--- src/rtl/load_store_unit.sv ---
// rtl/load_store_unit.sv - multi-cycle load/store unit driving a req/gnt/rvalid data-memory bus
module load_store_unit #(
  parameter int ADDR_W = 32,
  parameter int DATA_W = 32
) (
  input  logic              clk,
  input  logic              rst,
  input  logic              req_valid_i,
  input  logic              req_we_i,
  input  logic [1:0]        req_size_i,
  input  logic              req_unsigned_i,
  input  logic [ADDR_W-1:0] req_addr_i,
  input  logic [DATA_W-1:0] req_wdata_i,
  output logic              stall_o,
  output logic              rsp_valid_o,
  output logic [DATA_W-1:0] rsp_rdata_o,
  output logic              misalign_o,
  output logic              mem_req_o,
  input  logic              mem_gnt_i,
  output logic              mem_we_o,
  output logic [ADDR_W-1:0] mem_addr_o,
  output logic [3:0]        mem_be_o,
  output logic [DATA_W-1:0] mem_wdata_o,
  input  logic              mem_rvalid_i,
  input  logic [DATA_W-1:0] mem_rdata_i
);

  typedef enum logic [1:0] {IDLE, REQ, WAIT, RESP} state_e;

  state_e              state_q, state_d;
  logic                we_q;
  logic [1:0]          size_q;
  logic                uns_q;
  logic [ADDR_W-1:0]   addr_q;
  logic [DATA_W-1:0]   wdata_q;
  logic                mis_q;
  logic [DATA_W-1:0]   rdata_q;

  logic                mis_in;
  logic                load_en;
  logic                capture_en;
  logic [1:0]          off;
  logic [DATA_W-1:0]   lane_shifted;
  logic [DATA_W-1:0]   load_ext;

  assign mis_in     = ((req_size_i == 2'b01) & req_addr_i[0]) |
                      (req_size_i[1] & (req_addr_i[1:0] != 2'b00));
  assign load_en    = (state_q == IDLE) & req_valid_i;
  assign capture_en = ((state_q == REQ) & mem_gnt_i & mem_rvalid_i) |
                      ((state_q == WAIT) & mem_rvalid_i);
  assign off        = addr_q[1:0];

  // Shift the addressed lane down to bit 0 before extension.
  assign lane_shifted = mem_rdata_i >> {off, 3'b000};

  always_comb begin
    load_ext = '0;
    if (!we_q) begin
      case (size_q)
        2'b00:   load_ext = uns_q ? {{(DATA_W-8){1'b0}}, lane_shifted[7:0]}
                                  : {{(DATA_W-8){lane_shifted[7]}}, lane_shifted[7:0]};
        2'b01:   load_ext = uns_q ? {{(DATA_W-16){1'b0}}, lane_shifted[15:0]}
                                  : {{(DATA_W-16){lane_shifted[15]}}, lane_shifted[15:0]};
        default: load_ext = mem_rdata_i;
      endcase
    end
  end

  always_ff @(posedge clk or negedge rst) begin
    if (!rst) state_q <= IDLE;
    else      state_q <= state_d;
  end

  always_comb begin
    state_d = state_q;
    case (state_q)
      IDLE: if (req_valid_i) state_d = mis_in ? RESP : REQ;
      REQ:  if (mem_gnt_i)   state_d = mem_rvalid_i ? RESP : WAIT;
      WAIT: if (mem_rvalid_i) state_d = RESP;
      RESP: state_d = IDLE;
      default: state_d = IDLE;
    endcase
  end

  always_ff @(posedge clk or negedge rst) begin
    if (!rst) begin
      we_q    <= 1'b0;
      size_q  <= 2'b00;
      uns_q   <= 1'b0;
      addr_q  <= '0;
      wdata_q <= '0;
      mis_q   <= 1'b0;
      rdata_q <= '0;
    end else begin
      if (load_en) begin
        we_q    <= req_we_i;
        size_q  <= req_size_i;
        uns_q   <= req_unsigned_i;
        addr_q  <= req_addr_i;
        wdata_q <= req_wdata_i;
        mis_q   <= mis_in;
        rdata_q <= '0;
      end else if (capture_en) begin
        rdata_q <= load_ext;
      end else if (state_q == RESP) begin
        mis_q   <= 1'b0;
        rdata_q <= '0;
      end
    end
  end

  always_comb begin
    mem_req_o   = 1'b0;
    mem_we_o    = 1'b0;
    mem_addr_o  = '0;
    mem_be_o    = 4'b0000;
    mem_wdata_o = '0;
    if (state_q == REQ) begin
      mem_req_o  = 1'b1;
      mem_we_o   = we_q;
      mem_addr_o = {addr_q[ADDR_W-1:2], 2'b00};
      case (size_q)
        2'b00: begin
          mem_be_o    = 4'b0001 << off;
          mem_wdata_o = {4{wdata_q[7:0]}};
        end
        2'b01: begin
          mem_be_o    = 4'b0011 << off;
          mem_wdata_o = {2{wdata_q[15:0]}};
        end
        default: begin
          mem_be_o    = 4'b1111;
          mem_wdata_o = wdata_q;
        end
      endcase
    end
    stall_o     = (state_q == REQ) | (state_q == WAIT) | ((state_q == IDLE) & req_valid_i);
    rsp_valid_o = (state_q == RESP);
    rsp_rdata_o = rdata_q;
    misalign_o  = mis_q;
  end

endmodule

--- config.mk ---
export PLATFORM = sky130hd
export DESIGN_NAME = load_store_unit
export DESIGN_NICKNAME = d
export VERILOG_FILES = /design/src/rtl/load_store_unit.sv
export SDC_FILE = /design/constraint.sdc
export NUM_CORES = 1
export LEC_CHECK = 0
export ABC_AREA = 1
export CORE_ASPECT_RATIO = 1.5
export CORE_MARGIN = 4
export CORE_UTILIZATION = 48
export CTS_CLUSTER_SIZE = 25
export DETAILED_ROUTE_END_ITERATION = 10
export PLACE_DENSITY = 0.87
export SYNTH_ARGS = -nofsm -noshare
export SYNTH_HDL_FRONTEND = slang
export SYNTH_SLANG_ARGS = --single-unit
export TNS_END_PERCENT = 50
--- constraint.sdc ---
create_clock -name clk -period 2.5 [get_ports clk]
set_input_delay 0.5 -clock clk [delete_from_list [all_inputs] [get_ports clk]]
set_output_delay 0.5 -clock clk [all_outputs]
set_load 0.05 [all_outputs]
==> qor.csv, run 1 <==
metric;value;unit
drc;0;
cts.sinks;103;
report.final.hold_viol_count;0;
fin_util;0.7758;
routed_via_density;5.225;
maxCapViolations;0;
power.internal;6.041;mW
avgSynthCellArea;6.952;um^2
comb_power_share;0.632;
r2r_setup_slack;450;ps
synth.top_cell.area_share;0.4741;
synthTopCellsByCount;nand2_1, dfrtp_1, nor2_1;
die_w;94.90;um
place_congestion;0.9641;
grt_pass1_wl;29.87;mm
io_buffers;207;
hold_class;primary input to asynchronous set/reset pin;
synth-seq-cells;103;
place_inst;1114;
syn2layout_area_growth;57.77;%
p_total;12.06;mW
hold_buffers;0;
end_kind;output pin;
synth_area_leaders;dfrtp_1, nand2_1, nor2_1, inv_1, o21ai_0;
wl;18.80;mm
reg2reg_depth;9;
first_global_vias;5851;
rsz0062_at_grt;false;
start_util;0.4917;
num_vias;5910;
yosys.area.top_type;dfrtp_1;
worstSetupPathType;flop to output pin;
async_flop_share;1.000;
syn-cell-area;5436;um^2
core;11060;um^2
synth_most_common_cell;nand2_1;
critical_path_required;2000;ps
synthCells;782;
insertion_delay;340;ps
seq_power_share;0.243;
hpwl;13.49;mm
tightest_slew;550.9;ps
stdcell_count;1131;
cts_buffers;9;
period_minus_slack;2394;ps
clk_pin_slew;70;ps
final.setup_skew;8.744;ps
dr.pass1.iters;5;
yosysUniqueCellTypes;26;
synth_edf_count;0;
fmax;417.7;MHz
drv_slew;0;
final_nets;1088;
pwr-share-clk;0.125;
yosys_warnings;0;
power_density;1406;nW/um^2
drt_iter0_drc;312;
num_rows;47;
fin_crit_sh;0.9577;
switchingPower;6.014;mW
synth_top_flop_cell;dfrtp_1;
htree_levels;3;
yosysSeqAreaShare;0.4741;
drive_gt1_frac;0.1343;
pre_cts_slack;419.1;ps
fp.dieH;138.3;um
slew_headroom;0.6327;
antenna_found_initial;1;
track_usage;0.2906;
io_pins;210;
crit_path_max_fanout;15;
switching_share;0.4989;
worstSetupStartpointType;flop;
status;completed;
cts_buffer_depth;2;
cts_tree;yes;
vdd_drop_max;0.8633;mV
grt_max_degree;104;
r2r-start;state_q[1];
gr-total-overflow;0;
arrival;1890;ps
finalSetupViolCount;0;
dieArea;13130;um^2
routedWlPerCell;16.62;um
root_buffer;clkbuf_16;
worst_slack;105.7;ps
cp-startpoint;state_q[1];
drtAntennaViolNets;0;
leakagePower;4.501;nW
timing.rr.end;rsp_rdata_o[7];
-- state kept, by name, summed over array words and instances, names as in the netlist --
signal and flops:
addr_q 32, misalign_o 1, rsp_rdata_o 32, size_q 2
state_q 2, uns_q 1, wdata_q 32, we_q 1
-- per-layer routing --
metal	share of wire	track usage
met2	0.50	0.4822
met4	0.052	0.1452
met1	0.35	0.3333
met3	0.098	0.08913
met5	0	0
-- what timing repair did --
action	CTS	global route
resized for setup	0	3
endpoints found under the setup margin	0	11
buffers inserted	0	0
-- power by group through the flow --
stage          Sequential (mW)  Combinational, mW  Clock, mW
2_1_floorplan             3.52               3.90          0
3_3_place_gp              2.89               7.42          0
3_5_place_dp              2.92               7.54          0
4_1_cts                   2.92               7.62       1.52
5_1_grt                   3.02               8.12       1.59
6_report                  2.93               7.62       1.51
-- through the flow --
step	TNS, ps	hold WS [ps]	area (um^2)
CTS	0	243.4	8564
finish	0	203.3	8577
global placement	0	461.7	8250
floorplan	-540.5	204.4	5470
detailed placement	0	464.1	8250
global route	0	262.4	8577
-- critical path, stage by stage, from the launching register on --
cell and delay (ps):
dfrtp_1 410, inv_1 170, ha_4 220, buf_4 220, o21ai_0 130, nor2_1 220
buf_12 180
-- cells by family (layout without fill, tap and decap cells) --
family / count (synthesis) / after routing / synth area share
simple gates: 508 / 508 / 0.3682
fa+ha+maj: 5 / 5 / 0.01151
buf+inv: 99 / 299 / 0.07848
flops: 103 / 103 / 0.4741
other cells: 1 / 3 / 0.0006898
compound gates: 66 / 66 / 0.06697
-- worst max path at each step --
| stage | depth (start not counted) | endpoint | slack (ps) |
|---|---|---|---|
| after detailed placement | 6 | mem_wdata_o[30] | 420 |
| final | 6 | mem_wdata_o[8] | 110 |
| after global routing | 6 | mem_wdata_o[8] | 30 |
| after CTS | 6 | mem_wdata_o[30] | 20 |
| after floorplan | 4 | mem_wdata_o[15] | -150 |
| after global placement | 9 | rsp_rdata_o[7] | 490 |
-- cell type report --
class,instances,area [um^2]
Antenna cell,1,2.502
Clock buffer,11,232.7
Clock inverter,5,81.33
Fill cell,783,2479
Inverter,57,214.0
Multi-Input combinational cell,581,2482
Sequential cell,103,2577
Tap cell,147,183.9
Timing Repair Buffer,226,2803
-- layout by cell type, fill, tap and decap left out, drive strengths merged --
cell type      count
nand3             33
o211ai             8
o21ai             32
dfrtp            103
a22oi              1
o22ai              9
clkinv             1
nand2            397
clkdlybuf4s50    137
a21oi             16
nor3               3
ha                 5
buf               89
clkinvlp           1
bufinv             2
conb               2
diode              1
inv               58
clkbuf            11
nor2              75
Power figures use the tool's default switching activity.
==> inputs of run 2 (changes only) <==
- CAP_MARGIN: default -> 20
==> results of run 2 <==
No change in the layout: final DEF, timing and power equal those of run 1.
==> inputs of run 3 (changes only) <==
- CAP_MARGIN: 20 -> 25
==> results of run 3 <==
No change in the layout: final DEF, timing and power equal those of run 1.
